$ cat config.mk
export PLATFORM = sky130hd
export DESIGN_NAME = button_press_classifier
export DESIGN_NICKNAME = d
export VERILOG_FILES = /design/src/rtl/button_press_classifier.sv
export SDC_FILE = /design/constraint.sdc
export NUM_CORES = 1
export LEC_CHECK = 0
export BUFFER_PORTS_ARGS = -buffer_cell sky130_fd_sc_hd__buf_2
export CAP_MARGIN = 20
export CORE_AREA = 4 4 41 43
export DETAILED_ROUTE_END_ITERATION = 6
export DIE_AREA = 0 0 45 47
export PLACE_DENSITY = 0.72
export SYNTH_ARGS = -nofsm -noshare
export SYNTH_HDL_FRONTEND = slang
export SYNTH_SLANG_ARGS = --single-unit
$ cat constraint.sdc
create_clock -name clk -period 2.7 [get_ports clk]
set_clock_uncertainty 0.1 [all_clocks]
set_input_delay 0.135 -clock clk [delete_from_list [all_inputs] [get_ports clk]]
set_output_delay 0.135 -clock clk [all_outputs]
set_load 0.02 [all_outputs]
$ cat src/rtl/button_press_classifier.sv
// ----------------------------------------------------------------------------
// button_press_classifier
//
// Turns the debounced push-button level into clean, clock-aligned events for
// the downstream control FSMs. Each physical press produces exactly one
// press_pulse. Depending on how long the button is held, the press then ends
// in one short_pulse, or in one long_pulse followed by optional auto-repeat
// pulses for as long as the button stays down.
//
// Parameters:
//   LONG_CYCLES   - held edges (counting the press-start edge) at which a
//                   press becomes long; must be >= 2
//   REPEAT_CYCLES - further held edges between auto-repeat pulses; >= 1
//   REPEAT_EN     - 1 enables auto-repeat, 0 keeps rpt_pulse low
//
// Ports:
//   clk         - system clock, all logic on the rising edge
//   rst         - asynchronous, active-low reset
//   db_in       - debounced button level, synchronous to clk, 1 = pressed
//   press_pulse - one-cycle pulse when a press starts
//   short_pulse - one-cycle pulse on release of a short press
//   long_pulse  - one-cycle pulse when a press reaches LONG_CYCLES
//   rpt_pulse   - one-cycle pulse every REPEAT_CYCLES edges while held long
//   held        - level, 1 while the press is classified long and still held
// ----------------------------------------------------------------------------
module button_press_classifier #(
    parameter int unsigned LONG_CYCLES   = 8,
    parameter int unsigned REPEAT_CYCLES = 4,
    parameter bit          REPEAT_EN     = 1'b1
) (
    input  logic clk,
    input  logic rst,
    input  logic db_in,
    output logic press_pulse,
    output logic short_pulse,
    output logic long_pulse,
    output logic rpt_pulse,
    output logic held
);

    // The counter must be able to hold the larger of the two thresholds.
    localparam int unsigned MAX_COUNT = (LONG_CYCLES > REPEAT_CYCLES) ?
                                        LONG_CYCLES : REPEAT_CYCLES;
    localparam int unsigned CW        = $clog2(MAX_COUNT + 1);

    localparam logic [CW-1:0] LONG_C = CW'(LONG_CYCLES);
    localparam logic [CW-1:0] RPT_C  = CW'(REPEAT_CYCLES);

    typedef enum logic [1:0] {
        ST_IDLE,
        ST_PRESS,
        ST_HOLD
    } state_e;

    state_e        state_q;
    logic [CW-1:0] cnt_q;
    logic [CW-1:0] cnt_inc;
    logic          db_prev_q;
    logic          press_q;
    logic          short_q;
    logic          long_q;
    logic          rpt_q;
    logic          held_q;

    // Saturating increment: the counter sticks at all-ones instead of wrapping.
    always_comb begin
        cnt_inc = (cnt_q == {CW{1'b1}}) ? cnt_q : cnt_q + CW'(1);
    end

    // NOTE: every register in this block is assigned with <= so all of them
    // update together from the values sampled before the edge; a blocking
    // assignment would let later statements see half-updated state.
    always_ff @(posedge clk or negedge rst) begin
        // NOTE: every flop, outputs included, is cleared by the asynchronous
        // reset so the outputs drop the moment rst falls, not at the next edge.
        if (!rst) begin
            state_q   <= ST_IDLE;
            cnt_q     <= '0;
            db_prev_q <= 1'b0;
            press_q   <= 1'b0;
            short_q   <= 1'b0;
            long_q    <= 1'b0;
            rpt_q     <= 1'b0;
            held_q    <= 1'b0;
        end else begin
            db_prev_q <= db_in;
            // Pulses default low so each one lasts exactly one cycle.
            press_q   <= 1'b0;
            short_q   <= 1'b0;
            long_q    <= 1'b0;
            rpt_q     <= 1'b0;

            case (state_q)
                ST_IDLE: begin
                    // Rising edge of the sampled level starts a press; the
                    // start edge itself counts as the first held edge.
                    if (db_in && !db_prev_q) begin
                        press_q <= 1'b1;
                        cnt_q   <= CW'(1);
                        state_q <= ST_PRESS;
                    end
                end

                ST_PRESS: begin
                    if (db_in) begin
                        if (cnt_inc == LONG_C) begin
                            long_q  <= 1'b1;
                            held_q  <= 1'b1;
                            cnt_q   <= '0;
                            state_q <= ST_HOLD;
                        end else begin
                            cnt_q <= cnt_inc;
                        end
                    end else begin
                        short_q <= 1'b1;
                        cnt_q   <= '0;
                        state_q <= ST_IDLE;
                    end
                end

                ST_HOLD: begin
                    if (db_in) begin
                        if (REPEAT_EN) begin
                            if (cnt_inc == RPT_C) begin
                                rpt_q <= 1'b1;
                                cnt_q <= '0;
                            end else begin
                                cnt_q <= cnt_inc;
                            end
                        end else begin
                            cnt_q <= '0;
                        end
                    end else begin
                        // Releasing a long press ends silently.
                        held_q  <= 1'b0;
                        cnt_q   <= '0;
                        state_q <= ST_IDLE;
                    end
                end

                default: begin
                    held_q  <= 1'b0;
                    cnt_q   <= '0;
                    state_q <= ST_IDLE;
                end
            endcase
        end
    end

    assign press_pulse = press_q;
    assign short_pulse = short_q;
    assign long_pulse  = long_q;
    assign rpt_pulse   = rpt_q;
    assign held        = held_q;

endmodule

==> summary.md <==
| Metric | Value |
|---|---|
| Finished layout cell area | between 700 and 800 sq um |
| Core outline area | roughly 0.0013 sq mm |
| Filler Cells Inserted | ~120 |
| CP Cell Sequence | ha_1 > and4b_1 > o21ai_2 > nor2_2 > a311o_1 |
| # rows | 13 |
| Least setup slack across all paths after layout | 0.942 ns |
| Largest fanout on the critical path | 8 |
| Worst Hold Slack | between 0.15 and 0.2 ns |
| VDD IR-drop max | approximately 0.43 mV |
| # Post-CTS Setup Buffers | 0 |
| Number of buffers between clock root and the deepest sink | 2 |
| Launching element type of the critical path | register |
| Final min period | 1.76 ns |
| Level count of the clock H-tree | 1 |
| Overall Global Routing Usage | between 10% and 20% |
| Number of pins with negative max-slew slack in the final report | 0 |
| Final antenna-violating net count | 0 |
| Crit path buf inv count | 0 |
| Total negative setup slack | 0 ns |
| Total congestion overflow after global routing | 0 |
| Library cells used by synthesis | 32 |
| Tcrit/Tclk final | around two thirds |
| WL/cell | about 14 um |
| Final RePlAce weighted congestion | ~0.8 |
| N_diodes | 0 |
| Initial Util | between 50% and 60% |
| Critical path start-end classification | register to register |
| Sw Ratio | roughly 34% |
| Critical path capture point type | register |
| Post-Layout Cell Count | 88 |
| Number of vias in the routed layout | between 400 and 500 |
| Detailed Route Iter0 Violations | 9 |
| DR pass1 iterations | 3 |
| Synth-to-layout area growth | 13.2% |
| Area of placed instances | approximately 700 sq um |
| CTS tree | yes |
| Sequential share of power | a little under half |
| Internal cell power | about 0.36 mW |
| Die Span X | approximately 45 um |
| CP peak stage delay | between 0.4 and 0.5 ns |
| Pin slew with the least headroom to its limit | 0.375 ns |
| Average instance area after synthesis | between 10 and 15 sq um |
| Sequential share of the synthesized area | a little under half |
| Largest net degree at the start of global routing | 13 |
| FF+latch count, synth | 12 |
| Number of cells produced by synthesis | between 60 and 70 |
| Yosys warning total | 0 |
| Commonest non-fill, non-tap cell in the layout | dfrtp_1 |
| Clock Tree Root | clkbuf_4 |
| Number of global-route vias before repair | 472 |
| Highest-count cells in the layout ignoring fill and taps | dfrtp_1 (12), buf_2 (7), nand2_1 (5), nor3b_1 (4), inv_1 (4) |
| Power after layout | between 0.5 and 0.6 mW |
| Part of the power in combinational logic | ~29% |
| Net total in the final layout | between 70 and 80 |
| Worst rel slew slack | around three quarters |
| Dpl cells | between 80 and 90 |
| Share of layout cells above drive strength 1 | 24.7% |
| Final setup violation count | 0 |
| Fmax achieved | about 0.57 GHz |
| Clock Power Share | a little over a quarter |
| Worst-path clk slew | around 0.08 ns |
| Combined area of all synthesized cells | around 670 sq um |
| Inserted Clock Buffers | 3 |
| Initial antenna violation count | 0 |
| Drt drc | 0 |
| Wire length of the first global-routing pass | between 2 and 2.5 mm |
| Boundary Pins | 8 |
| Synth Net Count | 66 |
| Data arrival at the endpoint of the critical path | between 1.5 and 2 ns |
| Utilization of the core after routing | roughly 58% |
| Die Footprint | approximately 0.0021 sq mm |
| Sw power | around 0.18 mW |
| Clock sink count | 12 |
| Power density normalized to cell area | slightly above 700 mW/mm^2 |
| Number of port buffers | 7 |
| Total length of routed wires | roughly 1.2 mm |
| Cts repair resizes | 0 |
| Setup repair after global routing missed its margin | no |
| Insertion delay to the later sink of the worst-skew pair | ~0.27 ns |
| Status | finished, final reports clean |
| Min-delay worst type | input port to async pin |
| CP delay by family, top | compound AO/OA/AOI/OAI gates |
| Post-DP HPWL | 906 um |
| Height of the die | ~47 um |
| Leak | around 0.36 nW |
| Minimum setup slack after placement | about 0.93 ns |
| Endpoints failing hold | 0 |
| Req. time, crit path | between 2 and 3 ns |
| Average via count per standard cell | 5.41 |
| Max cap viols | 0 |
| Worst-path cell with the longest stage delay | dfrtp_1 |
[cell type report]
type	instances	area [sq um]	share of cell area (%)
well taps	15	18.8	2.49
repair buffers	9	55.1	7.31
clock buffers	4	36.3	4.82
inverters	4	15.0	1.99
multi-input cells	44	328	43.5
flip-flops and latches	12	300	39.9
[layer usage]
metal / share of wire, % / vias up / global-route usage (%)
met2: 45 / 10 / 22.6
met1: 48 / 219 / 16.7
met5: 0 / - / 0
li1: - / 245 / -
met3: 5.3 / 2 / 5.75
met4: 0.75 / 0 / 5.26
[power groups by stage]
| stage | logic [mW] | registers, mW | clock network [mW] |
|---|---|---|---|
| 6_report | 0.157 | 0.246 | 0.141 |
| 5_1_grt | 0.176 | 0.253 | 0.152 |
| 4_1_cts | 0.158 | 0.245 | 0.144 |
| 3_5_place_dp | 0.155 | 0.249 | 0 |
| 3_3_place_gp | 0.153 | 0.247 | 0 |
| 2_1_floorplan | 0.112 | 0.253 | 0 |
[synthesized netlist by cell type]
master	count	area [sq um]
dfrtp_1	12	300
nand2_1	5	18.8
inv_1	4	15.0
nor3b_1	4	30.0
a22o_1	3	26.3
buf_6	2	22.5
nand2b_1	2	12.5
nand3_1	2	10.0
nor2_2	2	12.5
nor2b_1	2	12.5
nor3_1	2	10.0
o21ai_1	2	10.0
a2111oi_4	1	27.5
a21oi_1	1	5.00
a311o_1	1	10.0
a31oi_1	1	6.26
and2b_1	1	7.51
and2b_2	1	8.76
and4b_1	1	10.0
ha_1	1	12.5
nand3b_1	1	7.51
nor2_1	1	3.75
nor2b_2	1	8.76
o2111a_1	1	11.3
o211ai_1	1	7.51
o211ai_2	1	12.5
o21ai_0	1	5.00
o21ai_2	1	8.76
o32ai_1	1	8.76
or2_1	1	6.26
xnor2_1	1	8.76
xor2_1	1	8.76
[worst reg2reg max path, stage by stage (launching register included)]
cell	delay (ns)
dfrtp_1	0.43
ha_1	0.30
and4b_1	0.21
o21ai_2	0.21
nor2_2	0.07
a311o_1	0.33
[kinds of logic (layout without fill, tap and decap cells)]
family                     Yosys count  after routing  synth area share [%]
and+or+nand+nor                     26             26                  23.9
AOI/OAI and AO/OA                   15             15                  20.9
DFF                                 12             12                  45.1
buffers and inverters                6             17                  5.64
xor gates and xnor gates             2              2                  2.63
adders and majority gates            1              1                  1.88
[state kept, by name, summed over array words and instances (netlist names)]
register	count
db_prev_q	1
long_pulse	1
rpt_pulse	1
short_pulse	1
press_pulse	1
held	1
state_q	2
cnt_q	4
[final timing paths]
kind                       startpoint    endpoint  slack (ns)  cells past startpoint
setup / recovery             cnt_q[0]        held        0.94                      5
max in group asynchronous         rst    cnt_q[0]        2.12                      2
hold / removal                    rst  state_q[1]        0.16                      2
min in group clk             cnt_q[0]    cnt_q[0]        0.46                      1
setup reg to reg             cnt_q[0]        held        0.94                      5
hold reg to reg              cnt_q[0]    cnt_q[0]        0.46                      1
[timing repair]
item	in CTS	in global routing
hold endpoints to repair	13	0
endpoints found under the setup margin	0	0
hold buffers	2	0
(Power assumes the default switching activity.)
